<file path="config.mk">
export PLATFORM = sky130hd
export DESIGN_NAME = iic_write_sequencer
export DESIGN_NICKNAME = d
export VERILOG_FILES = /design/src/rtl/iic_write_sequencer.sv
export SDC_FILE = /design/constraint.sdc
export NUM_CORES = 1
export LEC_CHECK = 0
export ABC_CLOCK_PERIOD_IN_PS = 3600
export CORE_MARGIN = 5
export CORE_UTILIZATION = 45
export DETAILED_ROUTE_END_ITERATION = 7
export PLACE_DENSITY = 0.66
export SLEW_MARGIN = 20
export SYNTH_ARGS = -nofsm -noshare
export SYNTH_HDL_FRONTEND = slang
export SYNTH_SLANG_ARGS = --single-unit
</file>
<file path="constraint.sdc">
create_clock -name clk -period 3.6 [get_ports clk]
set_input_delay 0.72 -clock clk [delete_from_list [all_inputs] [get_ports clk]]
set_output_delay 0.72 -clock clk [all_outputs]
set_load 0.01 [all_outputs]
</file>
<file path="src/rtl/iic_write_sequencer.sv">
`default_nettype none
// ============================================================================
// iic_write_sequencer - FIFO-buffered write-command issuer for the I2C write
// controller, with an inter-transaction gap and a done_signal watchdog.
// Rev 1.0
// ============================================================================
module iic_write_sequencer #(
  parameter int DEPTH          = 8,
  parameter int GAP_CYCLES     = 16,
  parameter int TIMEOUT_CYCLES = 4096
) (
  input  logic                     clk,
  input  logic                     rst,
  input  logic                     cmd_valid,
  output logic                     cmd_ready,
  input  logic [6:0]               cmd_slave_addr,
  input  logic [6:0]               cmd_pointer,
  input  logic [7:0]               cmd_data,
  input  logic                     clr_err,
  output logic                     start_signal,
  output logic [6:0]               slave_addr,
  output logic [6:0]               slave_addr_pointer,
  output logic [7:0]               data,
  input  logic                     done_signal,
  output logic                     busy,
  output logic [$clog2(DEPTH):0]   fifo_count,
  output logic                     txn_done,
  output logic                     timeout_err
);

  localparam int c_AW = $clog2(DEPTH);
  localparam int c_GW = $clog2(GAP_CYCLES + 1);
  localparam int c_WW = $clog2(TIMEOUT_CYCLES + 1);
  localparam logic [c_AW:0]   c_FULL       = DEPTH[c_AW:0];
  localparam logic [c_GW-1:0] c_GAP_LAST   = c_GW'(GAP_CYCLES - 1);
  localparam logic [c_WW-1:0] c_WDOG_LAST  = c_WW'(TIMEOUT_CYCLES - 1);

  typedef enum logic [2:0] {
    S_IDLE      = 3'd0,
    S_ISSUE     = 3'd1,
    S_WAIT_DONE = 3'd2,
    S_GAP       = 3'd3,
    S_ERROR     = 3'd4
  } state_t;

  state_t            r_state;
  state_t            w_state_next;
  logic [21:0]       r_mem [DEPTH];
  logic [c_AW-1:0]   r_wr_ptr;
  logic [c_AW-1:0]   r_rd_ptr;
  logic [c_AW:0]     w_count_next;
  logic [c_GW-1:0]   r_gap;
  logic [c_WW-1:0]   r_wdog;
  logic              w_push;
  logic              w_pop;
  logic              w_wdog_hit;

  assign w_push     = cmd_valid && cmd_ready;
  assign w_pop      = (r_state == S_IDLE) && (fifo_count != '0);
  assign w_wdog_hit = (r_wdog == c_WDOG_LAST);

  always_comb begin
    w_count_next = fifo_count;
    if (w_push && !w_pop) begin
      w_count_next = fifo_count + 1'b1;
    end else if (!w_push && w_pop) begin
      w_count_next = fifo_count - 1'b1;
    end
  end

  always_ff @(posedge clk) begin
    if (w_push) begin
      r_mem[r_wr_ptr] <= {cmd_slave_addr, cmd_pointer, cmd_data};
    end
  end

  always_ff @(posedge clk) begin
    if (rst) begin
      r_wr_ptr   <= '0;
      r_rd_ptr   <= '0;
      fifo_count <= '0;
      cmd_ready  <= 1'b1;
    end else begin
      if (w_push) r_wr_ptr <= r_wr_ptr + 1'b1;
      if (w_pop)  r_rd_ptr <= r_rd_ptr + 1'b1;
      fifo_count <= w_count_next;
      cmd_ready  <= (w_count_next != c_FULL);
    end
  end

  always_ff @(posedge clk) begin
    if (rst) r_state <= S_IDLE;
    else     r_state <= w_state_next;
  end

  // done_signal beats the watchdog limit when both land in the same cycle
  always_comb begin
    w_state_next = r_state;
    case (r_state)
      S_IDLE:      if (fifo_count != '0) w_state_next = S_ISSUE;
      S_ISSUE:     w_state_next = S_WAIT_DONE;
      S_WAIT_DONE: begin
        if (done_signal)     w_state_next = S_GAP;
        else if (w_wdog_hit) w_state_next = S_ERROR;
      end
      S_GAP:       if (r_gap == c_GAP_LAST) w_state_next = S_IDLE;
      S_ERROR:     if (clr_err) w_state_next = S_GAP;
      default:     w_state_next = S_IDLE;
    endcase
  end

  always_ff @(posedge clk) begin
    if (rst) begin
      start_signal       <= 1'b0;
      slave_addr         <= '0;
      slave_addr_pointer <= '0;
      data               <= '0;
      busy               <= 1'b0;
      txn_done           <= 1'b0;
      timeout_err        <= 1'b0;
      r_gap              <= '0;
      r_wdog             <= '0;
    end else begin
      start_signal <= w_pop;
      txn_done     <= (r_state == S_WAIT_DONE) && done_signal;
      busy         <= (w_state_next != S_IDLE);
      if (w_pop) begin
        {slave_addr, slave_addr_pointer, data} <= r_mem[r_rd_ptr];
      end
      // Watchdog is zero during ISSUE so it equals cycles elapsed since launch
      if (w_pop) begin
        r_wdog <= '0;
      end else if (r_state == S_ISSUE || r_state == S_WAIT_DONE) begin
        r_wdog <= r_wdog + 1'b1;
      end
      if (r_state == S_GAP) r_gap <= r_gap + 1'b1;
      else                  r_gap <= '0;
      if (r_state == S_WAIT_DONE && !done_signal && w_wdog_hit) begin
        timeout_err <= 1'b1;
      end else if (r_state == S_ERROR && clr_err) begin
        timeout_err <= 1'b0;
      end
    end
  end

endmodule
`default_nettype wire

</file>
# ---- Yosys cells after proc, flatten, opt, wreduce, memory -nomap -nowiden
# Memories as Yosys holds them, arrays and structs flattened. A register that Yosys moved wholly into a read port is not among the register bits.
# Index checks and enable logic that the tools add are counted.
dict set report word_totals {
  ramBits 176
  register_bits 36
  elab_cells 56
  n_memories 1
  in_bits 27
}
dict set report classes {
  add_sub_neg 6
  mux 12
  n_bitwise 1
  n_eq_ne 7
  reduce_logical 18
}
# name depth width rd rd_ports_with_merged_regs wr line
set mem_list {}
lappend mem_list {r_mem 8 22 1 1 1 48} ;# logic [21:0] r_mem [DEPTH];
# op n
set op_table {}
lappend op_table {{$mux 3} 5}
lappend op_table {{$pmux 3 s5} 1}
lappend op_table {{$add 13x1->13 const B} 1}
lappend op_table {{$eq 13x12->1 const B} 1}
lappend op_table {{$logic_and 1x1->1} 8}
lappend op_table {{$mux 4} 2}
lappend op_table {{$add 3x1->3 const B} 2}
lappend op_table {{$eq 3x2->1 const B} 2}
lappend op_table {{$add 5x1->5 const B} 1}
lappend op_table {{$eq 5x4->1 const B} 1}
lappend op_table {{$add 4x1->4 const B} 1}
lappend op_table {{$mux 1} 4}
lappend op_table {{$ne 4x4->1 const B} 1}
lappend op_table {{$reduce_bool 4->1} 1}
lappend op_table {{$reduce_or 2->1} 2}
lappend op_table {{$sub 4x1->4 const B} 1}
lappend op_table {{$eq 3x1->1 const B} 1}
lappend op_table {{$eq 3x3->1 const B} 1}
lappend op_table {{$logic_not 1->1} 3}
lappend op_table {{$logic_not 3->1} 1}
lappend op_table {{$reduce_bool 3->1} 1}
lappend op_table {{$reduce_bool 2->1} 1}
lappend op_table {{$logic_or 1x1->1} 1}
lappend op_table {{$not 1->1} 1}

# ---- Longest topological paths before layout
dict set report logic_depth {
  ltp_word 6
  mapped_depth 8
  mapped_depth_nobuf 7
}

# ---- Worst setup path before layout
# Ideal clock, no wire load.
dict set report synth_timing {
  path_kind {input-to-reg}
  start {input port cmd_valid}
  end {memory r_mem[0][0], enable pin}
  path_stages 2
  setup_ps 457
  path_buffers 0
  slack_ps 120
  t_arrival_ps 3023
  required_time_ps 3143
  cell_sequence {nand2_1 nor4_1}
}
dict set report synth_between {
  elab_chain_cells 3
}
# element line
set synth_rtl {}
lappend synth_rtl {{from (decl)} 14} ;# input logic cmd_valid,
lappend synth_rtl {{$logic_and 1x1->1} 58} ;# assign w_push = cmd_valid && cmd_ready;
lappend synth_rtl {{$mux 1} 72} ;# if (w_push) begin
lappend synth_rtl {{$mux 1 (not written as such)} 73} ;# r_mem[r_wr_ptr] <= {cmd_slave_addr, cmd_pointer, cmd_data};
lappend synth_rtl {{to (decl)} 48}
# Every way passes these cells.

# ---- Final worst setup path
dict set report layout_timing {
  start {input port cmd_valid}
  end {memory r_mem[5][10], enable pin}
}
# The elaborated chain is that of the path after synthesis.

==> results.cfg <==
[timing]
tns_ns = 0
final_max_slew_viol_count = 0
worst_pin_slew_ns = 0.899
hold_violations = 0
worst_slack_ns = 1.07
hold_ws_ns = 0.482
fin_skew_ns = 0.0199
rsz0062_at_grt = false
slew_headroom_pct = 40.0
setup_viol = 0
fmax_mhz = 395
fin_crit_sh_pct = 70.4
fin_crit_ns = 2.53

[setup_path]
worstPathArrival_ns = 2.74
critPathRequiredTime_ns = 3.81
endpoint_kind = register
slowest_delay_ns = 0.59
critPathKind = input port to register
crit_fanout = 12
r2r_slack_ns = 1.11
critPathSlowestCell = nor2_2
crit_chain = clkdlybuf4s50_1, and2_1, nand2_1, nor2_2, buf_4
start_kind = input port

[logic_synthesis]
synth-seq-cells = 234
synth.area.top_cells = edfxtp_1 (59%), dfxtp_1 (13%), mux4_2 (11%)
synthArstFlopShare_pct = 0
netlist-cell-type-count = 41
syn_area_sq_um = 8970
netlist_top_cells_count = edfxtp_1 (176), dfxtp_1 (58), nor2_1 (57)
avgSynthCellArea_sq_um = 17.1
yosys.area.top_type_share_pct = 58.9
ys_warn_count = 0
yosysTopAreaCell = edfxtp_1
synth.most_common_cell = edfxtp_1
synth_cells = 524
synthesis.nets = 559
ys.flop_type = edfxtp_1
synth_seq_area_share_pct = 71.9
synth_edf_count = 176

[status]
status = complete, no violations

[die]
die_y_um = 151
num_io_pins = 58
rows = 51
die-area_sq_um = 22800
die_w_um = 151
initial_utilization_pct = 45.9
core_sq_um = 19500

[route]
drc = 0
vias = 4671
maxUsedRoutingLayer = met4
ant_nets = 0
met2_wirelength_um = 8660
wl_per_cell_um = 19.4
routed_wl_um = 17100
wl_met3_um = 943
drtPass1Iterations = 4
detail_route.vias_per_cell = 5.31
met1_length_um = 7210
drt_iter0_markers = 214

[final_layout]
fillers = 1565
num_antenna_cells = 0
drive_above_1_share_pct = 17.9
nNetsFinal = 632
synthToLayoutAreaGrowth_pct = 19.5

[pwr]
finalPower_mw = 7.55
vdd_ir_drop_max_v = 0.000336
leakage_nw = 3.42
seqPwrFrac_pct = 44.4
clock_power_share_pct = 31.9
intPower_mw = 5.47
p_sw_mw = 2.08
p_comb_share_pct = 23.7
power_density_nw_per_um2 = 705
netSwitchingFraction_pct = 27.5

[clocking]
path_clk_slew_ns = 0.06
htreeDepth = 1
root_buffer = clkbuf_16
cts_buffers = 24
cts_max_path_buffers = 3
post_cts_buffers = 0
worstSkewPairLatency_ns = 0.51
cts_tree = yes
holdBufCountCts = 0
post_cts_resize_count = 0
cts.sinks = 234

[global_route]
grt_max_degree = 39
antenna_found_initial = 0
grt-ovfl-total = 0
grt_pass1_wl_um = 26900
grt_pass1_vias = 4980
grtUsageTotal_pct = 15.3

[job]
drv_cap = 0

[worst_hold_path]
hold_path_class = register to register

[placed_design]
dp_slack_ns = 0.521
io_buffers = 57
dp_hpwl_um = 10600
place_congestion = 0.753
final timing paths:
kind / startpoint / cells past startpoint / endpoint
max: cmd_valid / 5 / r_mem[5][10]$_DFFE_PP_
min: timeout_err$_SDFFE_PP0P_ / 2 / timeout_err$_SDFFE_PP0P_
max reg2reg: fifo_count[0]$_SDFF_PP0_ / 7 / cmd_ready$_SDFF_PP1_
min reg2reg: timeout_err$_SDFFE_PP0P_ / 2 / timeout_err$_SDFFE_PP0P_
metal layers:
| metal | global-route usage (%) | up-vias |
|---|---|---|
| met4 | 3.54 | 0 |
| li1 | - | 2182 |
| met3 | 2.87 | 17 |
| met2 | 26.1 | 113 |
| met1 | 20.4 | 2359 |
| met5 | 0 | - |
layout by cell type (no fill, tap or decap), types with 5 or more instances in the layout:
| cell | Yosys | final |
|---|---|---|
| edfxtp_1 | 176 | 176 |
| clkdlybuf4s50_1 | 0 | 57 |
| dfxtp_1 | 58 | 56 |
| nor2_1 | 57 | 54 |
| mux4_2 | 44 | 44 |
| a211oi_1 | 24 | 24 |
| clkbuf_16 | 0 | 24 |
| mux2i_1 | 23 | 23 |
| nand2_1 | 20 | 20 |
| buf_4 | 0 | 16 |
| xnor2_1 | 11 | 11 |
| xor2_1 | 11 | 11 |
| nand3_1 | 9 | 9 |
| ha_1 | 8 | 8 |
| clkinv_1 | 0 | 7 |
| inv_1 | 6 | 6 |
| a21oi_1 | 5 | 5 |
worst max-delay path: cells and delay by family:
kind | cells | cell delay, ns
simple gates | 3 | 1.17
buf+inv | 2 | 0.85
metrics by stage:
step	area [sq um]	std cells	util, %
floorplan	8970	524	-
global placement	9940	836	50.9
detailed placement	9940	836	50.9
CTS	10700	880	54.9
global route	10700	880	54.9
finish	10700	880	54.9
power by group through the flow:
stage	logic (mW)	registers (mW)	clock network, mW
6_report	1.79	3.35	2.41
2_1_floorplan	1.23	3.37	0
4_1_cts	1.83	3.36	2.47
3_5_place_dp	1.82	3.41	0
3_3_place_gp	1.77	3.40	0
5_1_grt	1.96	3.39	2.58
registers in the layout (all words and copies together) (netlist names), 3 cells and up:
register            cells
data                    8
fifo_count              4
r_gap                   5
r_mem                 176
r_rd_ptr                3
r_state                 3
r_wdog                 13
r_wr_ptr                3
slave_addr              7
slave_addr_pointer      7
layout make-up:
class                           count  area (sq um)  area share (%)
Clock buffer                       27           612            5.71
Timing Repair Buffer               74           711            6.63
Tap cell                          265           332            3.09
Sequential cell                   234          6450            60.2
Inverter                            6          22.5           0.210
Multi-Input combinational cell    257          2420            22.6
Clock inverter                     17           168            1.56
cells by family after synthesis:
kind of cell             synth area share, %
flip-flops                              71.9
buffers and inverters                   1.54
multiplexers                            13.6
AO/OA/AOI/OAI                           3.29
adder cells (fa/ha/maj)                 1.12
XOR/XNOR                                2.15
AND/OR/NAND/NOR                         6.39
Note: power is estimated with default switching activity, not from simulation.
